===== config.mk =====
export PLATFORM = sky130hd
export DESIGN_NAME = load_store_unit
export DESIGN_NICKNAME = d
export VERILOG_FILES = /design/src/rtl/load_store_unit_pkg.sv /design/src/rtl/load_store_unit_timeout_counter.sv /design/src/rtl/load_store_unit.sv
export SDC_FILE = /design/constraint.sdc
export NUM_CORES = 1
export LEC_CHECK = 0
export BUFFER_PORTS_ARGS = -buffer_cell sky130_fd_sc_hd__buf_2
export CAP_MARGIN = 20
export CORE_ASPECT_RATIO = 0.75
export CORE_MARGIN = 3
export CORE_UTILIZATION = 40
export DETAILED_ROUTE_END_ITERATION = 7
export PLACE_DENSITY = 0.74
export SKIP_LAST_GASP = 1
export SLEW_MARGIN = 30
export SYNTH_ARGS = -nofsm -noshare
export SYNTH_HDL_FRONTEND = slang
export SYNTH_SLANG_ARGS = --single-unit
export TNS_END_PERCENT = 100

===== constraint.sdc =====
create_clock -name clk -period 1.3 [get_ports clk]
set_input_delay 0.195 -clock clk [delete_from_list [all_inputs] [get_ports clk]]
set_output_delay 0.195 -clock clk [all_outputs]
set_load 0.03 [all_outputs]

===== src/rtl/load_store_unit_pkg.sv =====
// Shared definitions for the load/store unit: FSM state encodings, opcode values,
// the captured memory-request record and the timeout sizing.
package load_store_unit_pkg;

    typedef enum logic [1:0] {
        IDLE = 2'b00,
        BUSY = 2'b01,
        DONE = 2'b10
    } lsu_state_t;

    localparam logic [3:0] OP_LOAD = 4'b0110;
    localparam logic [3:0] OP_STOR = 4'b0111;

    localparam int TIMEOUT_CYCLES = 15;
    localparam int TIMEOUT_W      = $clog2(TIMEOUT_CYCLES + 1);

    typedef struct packed {
        logic        we;
        logic [14:0] addr;
        logic [15:0] wdata;
    } mem_req_t;

endpackage


===== src/rtl/load_store_unit_timeout_counter.sv =====
// Counts BUSY cycles without ack and flags when the abort limit is reached.
// Saturates at the limit so it never wraps.
module lsu_timeout_counter
    import load_store_unit_pkg::*;
#(
    parameter int LIMIT = TIMEOUT_CYCLES,
    parameter int W     = TIMEOUT_W
) (
    input  logic clk,
    input  logic reset,
    input  logic clear,
    input  logic inc,
    output logic limit_reached
);

    logic [W-1:0] count;

    always_ff @(posedge clk or negedge reset) begin
        if (!reset) begin
            count <= '0;
        end else if (clear) begin
            count <= '0;
        end else if (inc && !limit_reached) begin
            count <= count + 1'b1;
        end
    end

    // The count seen during the N-th wait cycle is N-1, so the abort lands after LIMIT cycles.
    assign limit_reached = (count == W'(LIMIT - 1));

endmodule


===== src/rtl/load_store_unit.sv =====
// Memory-access stage: req/ack handshake with word-wide data memory, core stall and
// load write-back. Define LSU_TIMEOUT_EN to enable the BUSY timeout and bus_err flag.
module load_store_unit
    import load_store_unit_pkg::*;
(
    input  logic        clk,
    input  logic        reset,
    input  logic        load,
    input  logic        store,
    input  logic [15:0] address,
    input  logic [15:0] store_data,
    input  logic [2:0]  dest_reg,
    input  logic        err_clr,
    output logic        mem_req,
    output logic        mem_we,
    output logic [14:0] mem_addr,
    output logic [15:0] mem_wdata,
    input  logic        mem_ack,
    input  logic [15:0] mem_rdata,
    output logic        stall,
    output logic        wb_valid,
    output logic [2:0]  wb_reg,
    output logic [15:0] wb_data,
    output logic        misalign_err,
    output logic        bus_err
);

    lsu_state_t state, state_next;
    mem_req_t   req_q;
    logic       go;
    logic       misaligned;
    logic       ack_done;
    logic       timeout;

    assign go         = (state == IDLE) && (load || store);
    assign misaligned = address[0];
    assign ack_done   = (state == BUSY) && mem_ack;

`ifdef LSU_TIMEOUT_EN
    logic limit_reached;

    lsu_timeout_counter #(
        .LIMIT (TIMEOUT_CYCLES),
        .W     (TIMEOUT_W)
    ) u_timeout (
        .clk           (clk),
        .reset         (reset),
        .clear         (go && !misaligned),
        .inc           ((state == BUSY) && !mem_ack),
        .limit_reached (limit_reached)
    );

    // An ack on the limit edge takes priority and completes the access normally.
    assign timeout = (state == BUSY) && !mem_ack && limit_reached;
`else
    assign timeout = 1'b0;
`endif

    // NOTE: sequential state uses non-blocking assignments so every register samples
    // pre-edge values regardless of process evaluation order.
    always_ff @(posedge clk or negedge reset) begin
        if (!reset) begin
            state <= IDLE;
        end else begin
            state <= state_next;
        end
    end

    always_comb begin
        // NOTE: default assignment first, so no path leaves state_next unassigned (no latch).
        state_next = state;
        case (state)
            IDLE:    if (load || store) state_next = misaligned ? DONE : BUSY;
            BUSY:    if (mem_ack || timeout) state_next = DONE;
            DONE:    state_next = IDLE;
            default: state_next = IDLE;
        endcase
    end

    always_comb begin
        stall = go || (state == BUSY);
    end

    always_ff @(posedge clk or negedge reset) begin
        if (!reset) begin
            req_q        <= '0;
            mem_req      <= 1'b0;
            wb_valid     <= 1'b0;
            wb_reg       <= '0;
            wb_data      <= '0;
            misalign_err <= 1'b0;
        end else begin
            wb_valid <= ack_done && !req_q.we;

            if (go && !misaligned) begin
                // Load wins when both decodes are asserted.
                req_q   <= '{we: store && !load, addr: address[15:1], wdata: store_data};
                wb_reg  <= dest_reg;
                mem_req <= 1'b1;
            end else if (ack_done || timeout) begin
                mem_req <= 1'b0;
            end

            if (ack_done && !req_q.we) begin
                wb_data <= mem_rdata;
            end

            if (go && misaligned) begin
                misalign_err <= 1'b1;
            end else if (err_clr) begin
                misalign_err <= 1'b0;
            end
        end
    end

`ifdef LSU_TIMEOUT_EN
    always_ff @(posedge clk or negedge reset) begin
        if (!reset) begin
            bus_err <= 1'b0;
        end else if (timeout) begin
            bus_err <= 1'b1;
        end else if (err_clr) begin
            bus_err <= 1'b0;
        end
    end
`else
    assign bus_err = 1'b0;
`endif

    assign mem_we    = req_q.we;
    assign mem_addr  = req_q.addr;
    assign mem_wdata = req_q.wdata;

endmodule


==> results.tsv <==
metric	value	unit
status	finished, violations left	
violations	setup timing	
yosys_warnings	0	
grt_overflow	0	
totalWireLength	4.76	mm
antenna_found_initial	0	
fin_crit_sh	114	%
clock_skew	0.00344	ns
end_kind	flip-flop	
globalplace.congestion	0.674	
critPathBufInv	2	
vias	1506	
fp.dieH	71.3	um
die_w	93.0	um
fmax	677	MHz
peakVddDrop	0.00114	V
ys_ff_latch	56	
ioPinCount	113	
drc_errors	0	
ant_nets	0	
drtPass1Iterations	3	
seqCellArea	1400	um^2
power_density	2680	nW/um^2
clock-sinks	56	
critPathMaxFanout	17	
period_minus_slack	1.48	ns
core_area	5410	um^2
numCtsBuffers	5	
start_util	42.0	%
setup-violations-final	51	
syn_avg_cell_area	17.5	um^2
rsz0062_at_grt	true	
critPathArrivalTime	1.66	ns
diodes	0	
critPathRequiredTime	1.48	ns
clk_pin_slew_worst_paths	0.09	ns
dpl_cell_area	2950	um^2
grt_usage	14.8	%
crit_chain	nor3_2 > o21a_2 > buf_12 > buf_12 > mux2_4	
hpwl	3.48	mm
worstSetupPathType	flip-flop to flip-flop	
cts_root_buffer	clkbuf_8	
syn_nets	187	
timing.critical_path.mode_cell	buf_12	
critical-path-top-delay-family	flip-flops	
cts-htree-levels	2	
maxCapViolations	0	
fill_cells	466	
grt_pass1_wl	7.78	mm
drtIter0Drc	8	
vias_per_cell	4.52	
crit_path_top_delay_cell	dfrtp_1	
grt_pass1_vias	1608	
fp.dieArea	6630	um^2
fin_ws	-0.177	ns
wl_per_cell	14.3	um
multi_input_area	802	um^2
slowest_delay	0.40	ns
post-place-ws	-0.197	ns
synthesis.area	2270	um^2
fin_nets	314	
cts_buffer_depth	2	
grt_max_degree	31	
synth_cell_types	21	
io_buffers	111	
drive_gt1_share	72.9	%
yosysSeqAreaShare	61.7	%
fin_area	3140	um^2
report.final.slew_viol_count	0	
start_kind	flip-flop	
num_rows	23	
hp-class	input pin to flip-flop	
clock_latency	0.29	ns
leakage	1.60	nW
synth_cells	130	
area_growth	38.1	%
cts_tree	built	
hold_viol_final	0	
## placed cells by master, fill, tap and decap left out, types with 2 or more instances in the layout
cell type / n
buf_2: 110
dfrtp_1: 56
mux2_4: 33
mux2_2: 17
buf_4: 10
clkbuf_8: 6
buf_12: 4
nor3_2: 2
nor2_1: 2
a21oi_1: 2
clkinv_2: 2
## stage by stage
step	hold slack [ns]	utilization [%]	cells	TNS, ns	total power [mW]
6_report	0.0755	58.0	333	-7.39	8.40
2_1_floorplan	-0.101	-	130	-7.21	6.16
4_1_cts	0.0616	57.8	332	-8.05	8.49
5_1_grt	0.0728	58.0	333	-10.58	8.89
3_3_place_gp	0.214	54.5	318	-5.83	7.33
3_5_place_dp	0.221	54.5	318	-6.74	7.41
## report_power, final
part | switching, mW | internal, mW | total, mW
clock | 0.506 | 0.426 | 0.932
sequential | 0.463 | 2.59 | 3.05
combinational | 2.58 | 1.84 | 4.41
total | 3.55 | 4.85 | 8.40
## cell usage after synthesis (all sizes together)
cell type,count,area (um^2)
buf,6,90.1
o32ai,1,8.76
nand2,1,3.75
or2,1,6.26
dfrtp,56,1400
a21oi,2,10.0
nand3b,1,7.51
nor2,3,18.8
inv,1,3.75
nor3,2,15.0
conb,1,3.75
o21ai,1,5.00
a21o,1,7.51
nor3b,1,7.51
o21a,2,15.0
mux2,50,668
## final timing paths
path,startpoint,end,cells after the start,slack [ns]
max in group asynchronous,reset,mem_wdata[3],3,0.55
hold / removal,err_clr,misalign_err,2,0.08
setup reg to reg,state[0],mem_wdata[1],5,-0.18
min in group asynchronous,reset,wb_data[11],3,0.46
hold reg to reg,mem_req,mem_req,1,0.49
setup / recovery,state[0],mem_wdata[1],5,-0.18
## repair_timing
| action | in CTS | in global routing |
|---|---|---|
| hold buffers | 1 | 0 |
| setup buffers | 4 | 1 |
| hold endpoints to repair | 56 | 0 |
| endpoints found under the setup margin | 51 | 53 |
| pin swaps | 2 | 2 |
| cloned | 1 | 0 |
| gates resized for setup | 3 | 0 |
## cell type report
type / count / area share (%)
clock inverter: 2 / 0.319
sequential: 56 / 44.7
multi-input combinational: 67 / 25.6
clock buffer: 6 / 2.63
inverter: 1 / 0.120
timing repair buffer: 126 / 23.7
tap: 75 / 2.99
## layer usage
layer	wire length [um]	global-route usage (%)	vias up
li1	-	-	700
met1	2190	20.2	734
met2	2170	24.1	70
met3	381	4.20	2
met4	20	2.93	0
met5	0	0	-
## cell families after synthesis
logic type / after synthesis / share of synthesized area [%]
compound gates: 7 / 2.04
mux: 50 / 29.4
other cells: 1 / 0.165
buf+inv: 7 / 4.13
flops: 56 / 61.7
simple gates: 9 / 2.59
Power figures use the tool's default switching activity.
